`src/rtl/riscv_decode_stage.sv`:
```
`default_nettype none
// ============================================================================
// Module   : riscv_decode_stage
// Purpose  : RV32I decode stage with register file, read bypass, stall snoop
//            and flush; one registered stage with valid/ready on both sides.
// Revision : 1.0  initial release
// ============================================================================
module riscv_decode_stage #(
    parameter int XLEN = 32
) (
    input  logic            i_clk,
    input  logic            i_rst,
    input  logic            i_inst_valid,
    output logic            o_inst_ready,
    input  logic [31:0]     i_inst,
    input  logic [XLEN-1:0] i_pc,
    input  logic            i_flush,
    input  logic            i_wb_en,
    input  logic [4:0]      i_wb_rd,
    input  logic [XLEN-1:0] i_wb_data,
    output logic            o_valid,
    input  logic            i_ready,
    output logic [6:0]      o_opcode,
    output logic [2:0]      o_funct3,
    output logic [6:0]      o_funct7,
    output logic [XLEN-1:0] o_num1,
    output logic [XLEN-1:0] o_num2,
    output logic [XLEN-1:0] o_imm_num,
    output logic [XLEN-1:0] o_pc,
    output logic [4:0]      o_rd,
    output logic            o_rd_we,
    output logic            o_illegal
);

    localparam logic [6:0] c_OP_LUI    = 7'b0110111;
    localparam logic [6:0] c_OP_AUIPC  = 7'b0010111;
    localparam logic [6:0] c_OP_JAL    = 7'b1101111;
    localparam logic [6:0] c_OP_JALR   = 7'b1100111;
    localparam logic [6:0] c_OP_BRANCH = 7'b1100011;
    localparam logic [6:0] c_OP_LOAD   = 7'b0000011;
    localparam logic [6:0] c_OP_STORE  = 7'b0100011;
    localparam logic [6:0] c_OP_IMM    = 7'b0010011;
    localparam logic [6:0] c_OP_REG    = 7'b0110011;
    localparam logic [6:0] c_OP_FENCE  = 7'b0001111;
    localparam logic [6:0] c_OP_SYSTEM = 7'b1110011;

    logic [XLEN-1:0] rf_q [32];

    logic            valid_q;
    logic [6:0]      opcode_q;
    logic [2:0]      funct3_q;
    logic [6:0]      funct7_q;
    logic [XLEN-1:0] num1_q, num2_q, imm_q, pc_q;
    logic [4:0]      rd_q, rs1_q, rs2_q;
    logic            rd_we_q, illegal_q;

    logic [6:0]      w_opcode;
    logic [4:0]      w_rd, w_rs1, w_rs2;
    logic [XLEN-1:0] w_imm, w_num1, w_num2;
    logic            w_legal, w_rd_we, w_capture;

    assign w_opcode     = i_inst[6:0];
    assign w_rd         = i_inst[11:7];
    assign w_rs1        = i_inst[19:15];
    assign w_rs2        = i_inst[24:20];
    assign o_inst_ready = ~valid_q | i_ready;
    assign w_capture    = i_inst_valid & o_inst_ready & ~i_flush;

    always_comb begin
        w_imm   = '0;
        w_legal = 1'b1;
        case (w_opcode)
            c_OP_IMM, c_OP_LOAD, c_OP_JALR:
                w_imm = {{20{i_inst[31]}}, i_inst[31:20]};
            c_OP_STORE:
                w_imm = {{20{i_inst[31]}}, i_inst[31:25], i_inst[11:7]};
            c_OP_BRANCH:
                w_imm = {{19{i_inst[31]}}, i_inst[31], i_inst[7], i_inst[30:25],
                         i_inst[11:8], 1'b0};
            c_OP_LUI, c_OP_AUIPC:
                w_imm = {i_inst[31:12], 12'b0};
            // JAL carries the absolute target so execute can redirect without an adder
            c_OP_JAL:
                w_imm = i_pc + {{11{i_inst[31]}}, i_inst[31], i_inst[19:12],
                                i_inst[20], i_inst[30:21], 1'b0};
            c_OP_REG, c_OP_FENCE, c_OP_SYSTEM:
                w_imm = '0;
            default:
                w_legal = 1'b0;
        endcase
    end

    assign w_rd_we = w_legal && (w_opcode != c_OP_BRANCH) && (w_opcode != c_OP_STORE)
                     && (w_rd != 5'd0);

    // Writeback in the same cycle is forwarded so the register file needs no write-first port
    always_comb begin
        w_num1 = '0;
        w_num2 = '0;
        if (w_rs1 != 5'd0)
            w_num1 = (i_wb_en && (i_wb_rd == w_rs1)) ? i_wb_data : rf_q[w_rs1];
        if (w_rs2 != 5'd0)
            w_num2 = (i_wb_en && (i_wb_rd == w_rs2)) ? i_wb_data : rf_q[w_rs2];
    end

    always_ff @(posedge i_clk or posedge i_rst) begin
        if (i_rst) begin
            for (int k = 0; k < 32; k++)
                rf_q[k] <= '0;
        end else if (i_wb_en && (i_wb_rd != 5'd0)) begin
            rf_q[i_wb_rd] <= i_wb_data;
        end
    end

    always_ff @(posedge i_clk or posedge i_rst) begin
        if (i_rst) begin
            valid_q   <= 1'b0;
            opcode_q  <= '0;
            funct3_q  <= '0;
            funct7_q  <= '0;
            num1_q    <= '0;
            num2_q    <= '0;
            imm_q     <= '0;
            pc_q      <= '0;
            rd_q      <= '0;
            rs1_q     <= '0;
            rs2_q     <= '0;
            rd_we_q   <= 1'b0;
            illegal_q <= 1'b0;
        end else if (i_flush) begin
            valid_q <= 1'b0;
        end else if (w_capture) begin
            valid_q   <= 1'b1;
            opcode_q  <= w_opcode;
            funct3_q  <= i_inst[14:12];
            funct7_q  <= i_inst[31:25];
            num1_q    <= w_num1;
            num2_q    <= w_num2;
            imm_q     <= w_imm;
            pc_q      <= i_pc;
            rd_q      <= w_rd;
            rs1_q     <= w_rs1;
            rs2_q     <= w_rs2;
            rd_we_q   <= w_rd_we;
            illegal_q <= ~w_legal;
        end else if (i_ready) begin
            valid_q <= 1'b0;
        end else if (valid_q && i_wb_en && (i_wb_rd != 5'd0)) begin
            // Held bundle keeps its operands current while execute is stalled
            if (i_wb_rd == rs1_q)
                num1_q <= i_wb_data;
            if (i_wb_rd == rs2_q)
                num2_q <= i_wb_data;
        end
    end

    assign o_valid   = valid_q;
    assign o_opcode  = opcode_q;
    assign o_funct3  = funct3_q;
    assign o_funct7  = funct7_q;
    assign o_num1    = num1_q;
    assign o_num2    = num2_q;
    assign o_imm_num = imm_q;
    assign o_pc      = pc_q;
    assign o_rd      = rd_q;
    assign o_rd_we   = rd_we_q;
    assign o_illegal = illegal_q;

endmodule
`default_nettype wire

```
`config.mk`:
```
export PLATFORM = sky130hd
export DESIGN_NAME = riscv_decode_stage
export DESIGN_NICKNAME = d
export VERILOG_FILES = /design/src/rtl/riscv_decode_stage.sv
export SDC_FILE = /design/constraint.sdc
export NUM_CORES = 2
export LEC_CHECK = 0
export BUFFER_PORTS_ARGS = -buffer_cell sky130_fd_sc_hd__clkbuf_2
export CORE_ASPECT_RATIO = 0.6
export CORE_MARGIN = 5
export CORE_UTILIZATION = 29
export CTS_CLUSTER_DIAMETER = 30
export DETAILED_ROUTE_END_ITERATION = 7
export GPL_ROUTABILITY_DRIVEN = 0
export PLACE_DENSITY_LB_ADDON = 0.08
export SYNTH_ARGS = -nofsm -noshare
export SYNTH_HDL_FRONTEND = slang
export SYNTH_SLANG_ARGS = --single-unit
```
`constraint.sdc`:
```
create_clock -name i_clk -period 58.4 [get_ports i_clk]
set_clock_uncertainty 0.15 [all_clocks]
set_input_delay 8.76 -clock i_clk [delete_from_list [all_inputs] [get_ports i_clk]]
set_output_delay 8.76 -clock i_clk [all_outputs]
set_load 0.01 [all_outputs]
```
==> flow_summary.rst <==
.. list-table::
   :header-rows: 1

   * - Metric
     - Value
   * - Antenna violation net count after detailed routing
     - 0
   * - Capture point of the critical path
     - o_inst_ready
   * - Compound-gate portion of the synthesized area
     - 3.30%
   * - Final total negative setup slack
     - 0 ns
   * - Final wirelength
     - 232,000 um
   * - Area of the die
     - 0.227 mm^2
   * - Starting utilization of the core area
     - 29.1%
   * - Proportion of total power due to net switching
     - 26.0%
   * - Worst reg2reg path endpoint
     - o_imm_num[31]$_DFFE_PP0P_
   * - Growth of design area from synthesis to finish
     - 21.9%
   * - Initial antenna violation count
     - 7
   * - IO Pins
     - 261
   * - Most frequently used flop master after synthesis
     - sky130_fd_sc_hd__dfrtp_1
   * - Max-cap violations
     - 0
   * - Share of layout cells above drive strength 1
     - 51.4%
   * - Post-DP HPWL
     - 130,000 um
   * - Post-synthesis mux area share
     - 41.0%
   * - Critical path launch point type
     - primary input
   * - Number of gates resized after cts
     - 0
   * - Number of unique standard cell types used by synthesis
     - 64
   * - Fraction of registers with async set/reset
     - 100%
   * - Worst-case vdd ir drop
     - 22.5 uV
   * - CTS clock-pin slew for the worst setup and hold paths
     - 0.04 ns
   * - Vias after detailed routing
     - 40,900
   * - Number of register bits inferred by synthesis
     - 1,187
   * - Clock network fraction of total power
     - 50.5%
   * - Vias in the first global route
     - 42,700
   * - Maximum number of pins on one net before global-route repair
     - 108
   * - XOR/XNOR Fraction of Synth Area
     - 0.626%
   * - Crit Reg-Reg Startpoint
     - o_valid$_DFFE_PP0P_
   * - Post-route cell area
     - 0.0767 mm^2
   * - Type of the worst min-delay path
     - reg2reg
   * - Portion of total power attributed to sequential cells
     - 33.7%
   * - CTS max path bufs
     - 4
   * - Num CTS Buffers
     - 287
   * - Number of warnings issued by yosys
     - 0
   * - Unrepaired setup endpoints after global routing
     - no
   * - Flop2flop setup slack
     - 54.76 ns
   * - Level count of the clock H-tree
     - 5
   * - Simple-Gate Fraction of Synth Area
     - 3.83%
   * - Slew of the pin with the lowest slew margin
     - 1.28 ns
   * - Clock tree from TritonCTS
     - yes
   * - Global routing usage summed across all routing layers
     - 20.3%
   * - Post-Synthesis Net Count
     - 4,476
   * - Worst Hold Margin
     - 0.243 ns
   * - Share of the clock period used by the worst path after layout
     - 31.1%
   * - # nets final
     - 4,657
   * - Placed cell areas
     - 0.0668 mm^2
   * - Insertion delay to the later sink of the worst-skew pair
     - 0.80 ns
   * - Critical path arrival
     - 9.23 ns
   * - Placeable core region
     - 0.216 mm^2
   * - Post-synthesis adder-cell area fraction
     - 0.628%
   * - Setup-failing EPs final
     - 0
   * - Drt first-iter violations
     - 3,182
   * - Status
     - finished clean
   * - Detailed-route DRC error count
     - 0
   * - Drt via density
     - 5.36
   * - Slew Limit Fails
     - 0
   * - Cells on worst reg2reg path
     - 8
   * - Data required time at the worst endpoint
     - 49.49 ns
   * - Buffers added on ports
     - 260
   * - Category of the most critical setup path
     - in2out
   * - Final hold violations
     - 0
   * - First-pass GRT wire length
     - 335,000 um
   * - Number of rows in the core area
     - 132
   * - Finished Core Util
     - 35.5%
   * - Largest family of logic cells by synthesized area
     - multiplexers
   * - Worst slew margin relative to its limit
     - 14.3%
   * - Critical path startpoint
     - i_ready
   * - Post-synth design cell area
     - 0.0629 mm^2
   * - Die H
     - 371 um
   * - Maximum fanout count along the critical path
     - 3
   * - Clock Sink Count
     - 1,187
   * - Number of setup buffers added after CTS
     - 0
   * - Leakage
     - 0.0333 uW
   * - Comb pwr share
     - 15.8%
   * - Internal power
     - 2420 uW
   * - Die width
     - 611 um
   * - Number of flops mapped to enable cells by yosys
     - 0
   * - Synthesized instance count
     - 4,338
   * - Average cell area after synthesis
     - 14.5 um^2
   * - Net switching power of the design
     - 849 uW
   * - Wire per inst
     - 30.5 um
   * - Sequential element share of the synthesized area
     - 47.2%
   * - Kind of end point of the critical path
     - output port
   * - CTS Hold Bufs
     - 0
   * - 1st-pass router iterations
     - 8
   * - Highest attainable clock frequency
     - 55.1 MHz
   * - Pwr/cell area
     - 42.6 mW/mm^2
   * - Final Critical Period
     - 18.14 ns
   * - Clock tree root buffer cell
     - sky130_fd_sc_hd__clkbuf_16
   * - Global route overflow
     - 0
[layout make-up]
cell class	count	area, um^2
inverter	11	48.8
multi-input combinational	2685	31400
sequential	1187	29700
timing repair buffer	347	2070
fill	20800	139000
clock inverter	132	1780
antenna	3	7.51
tap	2881	3600
clock buffer	374	8110
[flip-flops by register name (all words and copies together) (netlist names)]
register and count:
rf_q 1024, o_imm_num 32, o_num1 32, o_num2 32
o_pc 32, o_funct7 7, o_opcode 7, o_rd 5
rs1_q 5, rs2_q 5, o_funct3 3, o_illegal 1
o_rd_we 1, o_valid 1
[synthesized netlist by cell type (all sizes together) (6+ instances only)]
library cell / number / area share [%]
a221oi: 8 / 0.12
a21o: 7 / 0.084
a211oi: 31 / 0.37
nand4: 7 / 0.070
nand2: 266 / 1.6
nor2: 180 / 1.1
nand3: 18 / 0.14
dfrtp: 1187 / 47
xnor2: 23 / 0.32
mux4: 607 / 22
nand3b: 6 / 0.072
nand2b: 7 / 0.070
ha: 30 / 0.60
and3: 8 / 0.080
clkbuf: 272 / 1.6
o21ai: 37 / 0.29
xor2: 22 / 0.31
nor2b: 34 / 0.34
buf: 183 / 1.7
inv: 11 / 0.066
o221ai: 15 / 0.21
mux2i: 97 / 1.5
a21oi: 210 / 1.7
mux2: 992 / 18
nor3: 10 / 0.080
[per-stage QoR]
step,power (uW),setup slack [ns],instances
3_3_place_gp,1630,40.20,7111
3_5_place_dp,1630,40.26,7111
6_report,3270,40.26,7620
5_1_grt,3410,40.22,7618
2_1_floorplan,1460,16.05,4338
4_1_cts,3310,40.25,7617
[power groups by stage]
stage	clock network, uW	logic [uW]	registers, uW
final	1650	515	1100
after global routing	1730	559	1120
after CTS	1690	524	1100
after detailed placement	0	522	1110
after global placement	0	516	1110
after floorplan	0	382	1080
[metal layers]
metal	part of all wire, %	GRT usage (%)
met4	2.0	4.54
met3	5.2	3.84
met5	0	0
met1	49	30.8
met2	44	30.0
[kinds of logic (layout without fill, tap and decap cells)]
family,Yosys count,in the layout
adder cells (fa/ha/maj),31,31
multiplexers,1696,1696
buffers and inverters,466,864
other,0,3
AND/OR/NAND/NOR,564,564
XOR/XNOR,45,45
flip-flops,1187,1187
AO/OA/AOI/OAI,349,349
[placed cells by master, fill, tap and decap left out, types with 30 or more instances in the layout]
cell / instances
sky130_fd_sc_hd__clkbuf_2: 250
sky130_fd_sc_hd__buf_4: 86
sky130_fd_sc_hd__clkinv_2: 46
sky130_fd_sc_hd__nor2b_1: 34
sky130_fd_sc_hd__a211oi_1: 31
sky130_fd_sc_hd__mux2_1: 31
sky130_fd_sc_hd__bufinv_16: 38
sky130_fd_sc_hd__clkbuf_16: 293
sky130_fd_sc_hd__nand2_1: 249
sky130_fd_sc_hd__ha_1: 30
sky130_fd_sc_hd__nor2_1: 167
sky130_fd_sc_hd__clkbuf_1: 34
sky130_fd_sc_hd__a21oi_1: 208
sky130_fd_sc_hd__mux4_2: 607
sky130_fd_sc_hd__mux2i_1: 97
sky130_fd_sc_hd__dfrtp_1: 1187
sky130_fd_sc_hd__mux2_2: 961
sky130_fd_sc_hd__o21ai_0: 31
sky130_fd_sc_hd__clkbuf_8: 47
[worst max-delay path, stage by stage]
cell and delay, ns:
sky130_fd_sc_hd__clkbuf_2 0.08, sky130_fd_sc_hd__nor2b_1 0.21, sky130_fd_sc_hd__inv_2 0.06, sky130_fd_sc_hd__clkbuf_2 0.13
[worst min-delay path by stage]
stage                                 startpoint                endpoint  slack [ns]  depth (start not counted)
after global routing      rf_q[1015]$_DFFE_PP0P_  rf_q[1015]$_DFFE_PP0P_        0.26                          0
final                     rf_q[1015]$_DFFE_PP0P_  rf_q[1015]$_DFFE_PP0P_        0.24                          0
after CTS                 rf_q[1012]$_DFFE_PP0P_  rf_q[1012]$_DFFE_PP0P_        0.24                          0
after detailed placement   rf_q[999]$_DFFE_PP0P_   rf_q[999]$_DFFE_PP0P_        0.23                          0
after global placement    rf_q[1012]$_DFFE_PP0P_  rf_q[1012]$_DFFE_PP0P_        0.23                          0
after floorplan           rf_q[1000]$_DFFE_PP0P_  rf_q[1000]$_DFFE_PP0P_        0.29                          1
Power figures use the tool's default switching activity.
